File: config.mk
export PLATFORM = sky130hd
export DESIGN_NAME = prog_loader
export DESIGN_NICKNAME = d
export VERILOG_FILES = /design/src/rtl/prog_loader.sv
export SDC_FILE = /design/constraint.sdc
export NUM_CORES = 1
export LEC_CHECK = 0
export ABC_AREA = 0
export CAP_MARGIN = 0
export CORE_MARGIN = 2
export CORE_UTILIZATION = 35
export DETAILED_ROUTE_END_ITERATION = 8
export PLACE_DENSITY = 0.67
export SYNTH_ARGS = -nofsm -noshare
export SYNTH_HDL_FRONTEND = slang
export SYNTH_SLANG_ARGS = --single-unit
File: constraint.sdc
create_clock -name clk -period 4.4 [get_ports clk]
set_clock_uncertainty 0.05 [all_clocks]
set_input_delay 0.88 -clock clk [delete_from_list [all_inputs] [get_ports clk]]
set_output_delay 0.88 -clock clk [all_outputs]
set_load 0.01 [all_outputs]
File: src/rtl/prog_loader.sv
// prog_loader: fills the program RAM from an external byte stream while prog_mode
// is high. While a load is active it owns the shared bus and the mi/ri/ro strobes,
// and it holds the CPU halted.
module prog_loader #(
    parameter int unsigned ADDR_W = 4,
    parameter int unsigned DATA_W = 8,
    parameter int unsigned VERIFY = 1
) (
    input  logic              clk,
    input  logic              rst,
    input  logic              prog_mode,
    input  logic              start,
    input  logic [ADDR_W-1:0] start_addr,
    input  logic [ADDR_W:0]   len,
    input  logic [DATA_W-1:0] byte_in,
    input  logic              byte_valid,
    output logic              byte_ready,
    input  logic [DATA_W-1:0] bus_in,
    output logic [DATA_W-1:0] bus_out,
    output logic              bus_oe,
    output logic              mi,
    output logic              ri,
    output logic              ro,
    output logic              cpu_hold,
    output logic              busy,
    output logic              done,
    output logic              err,
    output logic [ADDR_W-1:0] err_addr
);

    localparam int unsigned CNT_W = ADDR_W + 1;

    typedef enum logic [2:0] {
        S_IDLE,
        S_SET_ADDR,
        S_WAIT_BYTE,
        S_WRITE,
        S_VERIFY,
        S_NEXT,
        S_DONE
    } state_t;

    state_t              state, state_n;
    logic [ADDR_W-1:0]   cur_addr, cur_addr_n;
    logic [CNT_W-1:0]    remaining, remaining_n;
    logic [DATA_W-1:0]   data_reg, data_n;
    logic                err_n;
    logic [ADDR_W-1:0]   err_addr_n;

    logic                byte_ready_n;
    logic [DATA_W-1:0]   bus_out_n;
    logic                bus_oe_n;
    logic                mi_n;
    logic                ri_n;
    logic                ro_n;
    logic                busy_n;
    logic                done_n;

    // Next-state, datapath updates and output decode of the state being entered,
    // so every output is a flop that lines up with its state.
    always_comb begin
        state_n      = state;
        cur_addr_n   = cur_addr;
        remaining_n  = remaining;
        data_n       = data_reg;
        err_n        = err;
        err_addr_n   = err_addr;
        byte_ready_n = 1'b0;
        bus_out_n    = '0;
        bus_oe_n     = 1'b0;
        mi_n         = 1'b0;
        ri_n         = 1'b0;
        ro_n         = 1'b0;
        busy_n       = 1'b0;
        done_n       = 1'b0;

        if (state != S_IDLE && !prog_mode) begin
            // Losing prog_mode mid-load abandons it and flags the address reached.
            state_n    = S_IDLE;
            err_n      = 1'b1;
            err_addr_n = cur_addr;
        end else begin
            case (state)
                S_IDLE: begin
                    if (start && prog_mode) begin
                        cur_addr_n  = start_addr;
                        remaining_n = len;
                        err_n       = 1'b0;
                        err_addr_n  = '0;
                        state_n     = (len == '0) ? S_DONE : S_SET_ADDR;
                    end
                end
                S_SET_ADDR: state_n = S_WAIT_BYTE;
                S_WAIT_BYTE: begin
                    // byte_ready is always high in this state, so valid completes the handshake.
                    if (byte_valid) begin
                        data_n  = byte_in;
                        state_n = S_WRITE;
                    end
                end
                S_WRITE: state_n = (VERIFY != 0) ? S_VERIFY : S_NEXT;
                S_VERIFY: begin
                    // Only the first mismatch is recorded; the load carries on.
                    if (bus_in != data_reg && !err) begin
                        err_n      = 1'b1;
                        err_addr_n = cur_addr;
                    end
                    state_n = S_NEXT;
                end
                S_NEXT: begin
                    cur_addr_n  = cur_addr + ADDR_W'(1);
                    remaining_n = remaining - CNT_W'(1);
                    state_n     = (remaining_n == '0) ? S_DONE : S_SET_ADDR;
                end
                S_DONE:  state_n = S_IDLE;
                default: state_n = S_IDLE;
            endcase
        end

        case (state_n)
            S_SET_ADDR: begin
                bus_oe_n  = 1'b1;
                bus_out_n = DATA_W'(cur_addr_n);
                mi_n      = 1'b1;
            end
            S_WAIT_BYTE: byte_ready_n = 1'b1;
            S_WRITE: begin
                bus_oe_n  = 1'b1;
                bus_out_n = data_n;
                ri_n      = 1'b1;
            end
            S_VERIFY: ro_n   = 1'b1;
            S_DONE:   done_n = !err_n;
            default: ;
        endcase
        busy_n = (state_n != S_IDLE);
    end

    // State, datapath and output registers.
    always_ff @(posedge clk or negedge rst) begin
        if (!rst) begin
            state      <= S_IDLE;
            cur_addr   <= '0;
            remaining  <= '0;
            data_reg   <= '0;
            err        <= 1'b0;
            err_addr   <= '0;
            byte_ready <= 1'b0;
            bus_out    <= '0;
            bus_oe     <= 1'b0;
            mi         <= 1'b0;
            ri         <= 1'b0;
            ro         <= 1'b0;
            busy       <= 1'b0;
            cpu_hold   <= 1'b0;
            done       <= 1'b0;
        end else begin
            state      <= state_n;
            cur_addr   <= cur_addr_n;
            remaining  <= remaining_n;
            data_reg   <= data_n;
            err        <= err_n;
            err_addr   <= err_addr_n;
            byte_ready <= byte_ready_n;
            bus_out    <= bus_out_n;
            bus_oe     <= bus_oe_n;
            mi         <= mi_n;
            ri         <= ri_n;
            ro         <= ro_n;
            busy       <= busy_n;
            cpu_hold   <= busy_n;
            done       <= done_n;
        end
    end

endmodule

==> metrics.md <==
| Metric | Value |
|---|---|
| Outcome | `complete, no violations` |
| Busiest grt layer | `met2` |
| Slowest stage delay, CP | `roughly 0.71 ns` |
| # IOs | `51` |
| CTS Buf Count | `5` |
| Sequential fraction of design power | `43.9%` |
| Most numerous cell on the critical path | `or4b_4` |
| Post-synth design cell area | `1990 um^2` |
| Worst Setup End Kind | `flip-flop` |
| Post-Synthesis Cells | `190` |
| Seq/Total Area, Yosys | `50.2%` |
| Clk network pwr share | `16.3%` |
| Final Core Density | `47.8%` |
| Crit path kind | `input port to flip-flop` |
| Maxcap violations | `0` |
| Ys flop type | `dfrtp_1` |
| RSZ-0062 raised after global routing | `false` |
| Clk buf depth | `2` |
| Rel. slew slack | `~43%` |
| Post-detail-place hpwl | `3300 um` |
| Final hold viol count | `0` |
| Mapped Nets | `223` |
| Gr usage total | `14.7%` |
| Ant diodes | `0` |
| Met1 Usage GRT | `about a fifth` |
| DR DRC count | `0` |
| Vias in the first global route | `1,448` |
| Wirelength per Cell | `14.1 um` |
| Initial antenna violation count | `0` |
| Cells resized by post-CTS repair | `0` |
| VDD IR max | `0.000179 V` |
| DR vias | `1,576` |
| FF-to-FF End | `state[2]$_DFF_PN0_` |
| Area grow syn2layout | `32.0%` |
| Hold path start | `err_addr[0]$_DFFE_PN0P_` |
| Comb pwr share | `between 30% and 40%` |
| Placeable Area | `roughly 5500 um^2` |
| Clock root cell | `clkbuf_8` |
| Post-CTS setup buffers | `0` |
| Worst hold path depth | `2` |
| Clock slew at reported path FFs | `around 0.07 ns` |
| Layout cell share with drive strength beyond 1 | `10.4%` |
| Synthesized flop and latch total | `40` |
| Setup TNS | `0 ns` |
| Latest clock arrival within the worst-skew pair | `between 0.2 and 0.3 ns` |
| Synth warnings | `0` |
| Fin area | `2630 um^2` |
| Final Power | `1.40 mW` |
| Critical-path maximum fanout | `13` |
| Detailed Routing Iterations Pass 1 | `7` |
| Final min period | `2.83 ns` |
| Vert. Die Dim | `79.5 um` |
| Layout filler cell count | `500` |
| IO buf count | `50` |
| Nets | `274` |
| Fin Hold WS | `0.467 ns` |
| Final wirelength | `4410 um` |
| Hold/Removal Path Class | `flip-flop to flip-flop` |
| Global-route wire length before repair | `7100 um` |
| Critical path arrival | `2.96 ns` |
| Vias/cell | `a little over 5` |
| Worst endpoint required time | `between 4 and 5 ns` |
| Final Setup Violations | `0` |
| Net Sw Frac | `35.7%` |
| CTS tree | `done` |
| P_sw | `502 uW` |
| Pins Over Slew Limit | `0` |
| Core Rows | `27` |
| GRT met3 Usage | `3.85%` |
| Int Pwr | `approximately 900 uW` |
| Async SR Flop Fraction | `100%` |
| Crit-path cells | `clkdlybuf4s50_1 -> or4b_4 -> or4b_4 -> o21ai_2 -> o21ai_1 -> o311ai_1` |
| Fin crit share | `64.4%` |
| Post-synth cell types | `48` |
| Initial core utilization | `~36%` |
| Syn avg cell area | `about 10 um^2` |
| Worst slew pin tran | `~0.86 ns` |
| Detailed Route Iter0 Violations | `approximately 110` |
| FMAX | `353 MHz` |
| Gr ovfl total | `0` |
| Placer Congestion | `0.820` |
| End of the worst hold path | `err_addr[0]$_DFFE_PN0P_` |
| Met2 usage | `22.4%` |
| Die ar. | `around 6300 um^2` |
| Pleak | `1.15 nW` |
| # H-tree levels | `2` |
| Pin count of the biggest net entering global routing | `41` |
| Setup slack, reg-to-reg | `between 2 and 2.5 ns` |
| Slowest CP cell | `clkdlybuf4s50_1` |
| Area leader, netlist | `dfrtp_1` |
| Cts hold-fix bufs | `0` |
| Pwr dens | `about 530 nW/um^2` |
| Synth top area share | `50.2%` |
| Antenna-violating nets left | `0` |
| Ranking of synthesized cells by area | `dfrtp_1 (50%), a22o_1 (4.0%), mux2_2 (4.0%)` |
| Worst Reg-to-Reg Cells | `5` |
| RR Startpoint | `state[0]$_DFF_PN0_` |
| Startpoint Class | `input port` |
| Number of synthesized flops with an enable pin | `0` |
| Sink Count | `40` |
| Die width | `79.5 um` |
| Post-DP Area | `around 2600 um^2` |
[worst max path at each step]
stage,from,to,slack [ns],cells after the start
final,prog_mode,state[2]$_DFF_PN0_,1.57,6
after CTS,prog_mode,state[2]$_DFF_PN0_,1.59,6
after detailed placement,prog_mode,state[2]$_DFF_PN0_,1.29,6
after global placement,prog_mode,state[2]$_DFF_PN0_,1.35,6
after floorplan,prog_mode,state[2]$_DFF_PN0_,2.16,5
after global routing,prog_mode,bus_out[2]$_DFF_PN0_,1.53,7
[power by group through the flow]
stage	sequential (mW)	combinational [mW]	clock, mW
after CTS	0.614	0.566	0.237
after global routing	0.634	0.628	0.258
after floorplan	0.597	0.368	0
final	0.616	0.559	0.230
after detailed placement	0.621	0.563	0
after global placement	0.619	0.555	0
[stage by stage]
stage	setup WS (ns)	std cells
2_1_floorplan	2.16	190
3_3_place_gp	1.35	306
3_5_place_dp	1.29	306
4_1_cts	1.59	313
5_1_grt	1.53	313
6_report	1.57	313
[logic make-up after synthesis]
logic type	after synthesis	synth area share, %
AND/OR/NAND/NOR	59	16.3
flip-flops	40	50.2
buffers and inverters	20	4.33
XOR/XNOR	11	4.83
multiplexers	12	6.53
AO/OA/AOI/OAI	45	15.9
adder cells (fa/ha/maj)	3	1.88
[per-layer routing]
layer | vias to the layer above | routed length, um
li1 | 772 | -
met1 | 752 | 2070
met2 | 47 | 2060
met3 | 5 | 242
met4 | 0 | 51
met5 | - | 0
[synth_stat cells (all sizes together) (5+ instances only)]
library cell / count
o21ai: 14
inv: 12
dfrtp: 40
buf: 7
nor2: 13
a21oi: 6
a22o: 9
nor3: 5
nand2: 13
mux2: 8
and2: 5
xor2: 7
[worst max-delay path: cells and delay by family]
family | cells | cell delay (ns)
AND/OR/NAND/NOR | 2 | 1.07
AO/OA/AOI/OAI | 3 | 0.30
buffers and inverters | 1 | 0.71
[layout by cell type (no fill, tap or decap), drive strengths merged, types with 4 or more instances in the layout]
| cell | n |
|---|---|
| nor2b | 4 |
| dfrtp | 40 |
| nor4 | 4 |
| clkdlybuf4s50 | 49 |
| clkbuf | 6 |
| a21oi | 6 |
| nand2 | 13 |
| nor3 | 5 |
| nor2 | 13 |
| and2 | 5 |
| o21ai | 14 |
| a22o | 9 |
| inv | 12 |
| xnor2 | 4 |
| xor2 | 7 |
| mux2 | 8 |
| mux2i | 4 |
[layout make-up]
class	instances	area (um^2)	share of cell area, %
Sequential cell	40	1000	38.1
Inverter	12	45.0	1.71
Clock inverter	1	5.00	0.190
Tap cell	72	90.1	3.43
Clock buffer	6	72.6	2.76
Timing Repair Buffer	52	510	19.4
Multi-Input combinational cell	130	906	34.4
(Power assumes the default switching activity.)
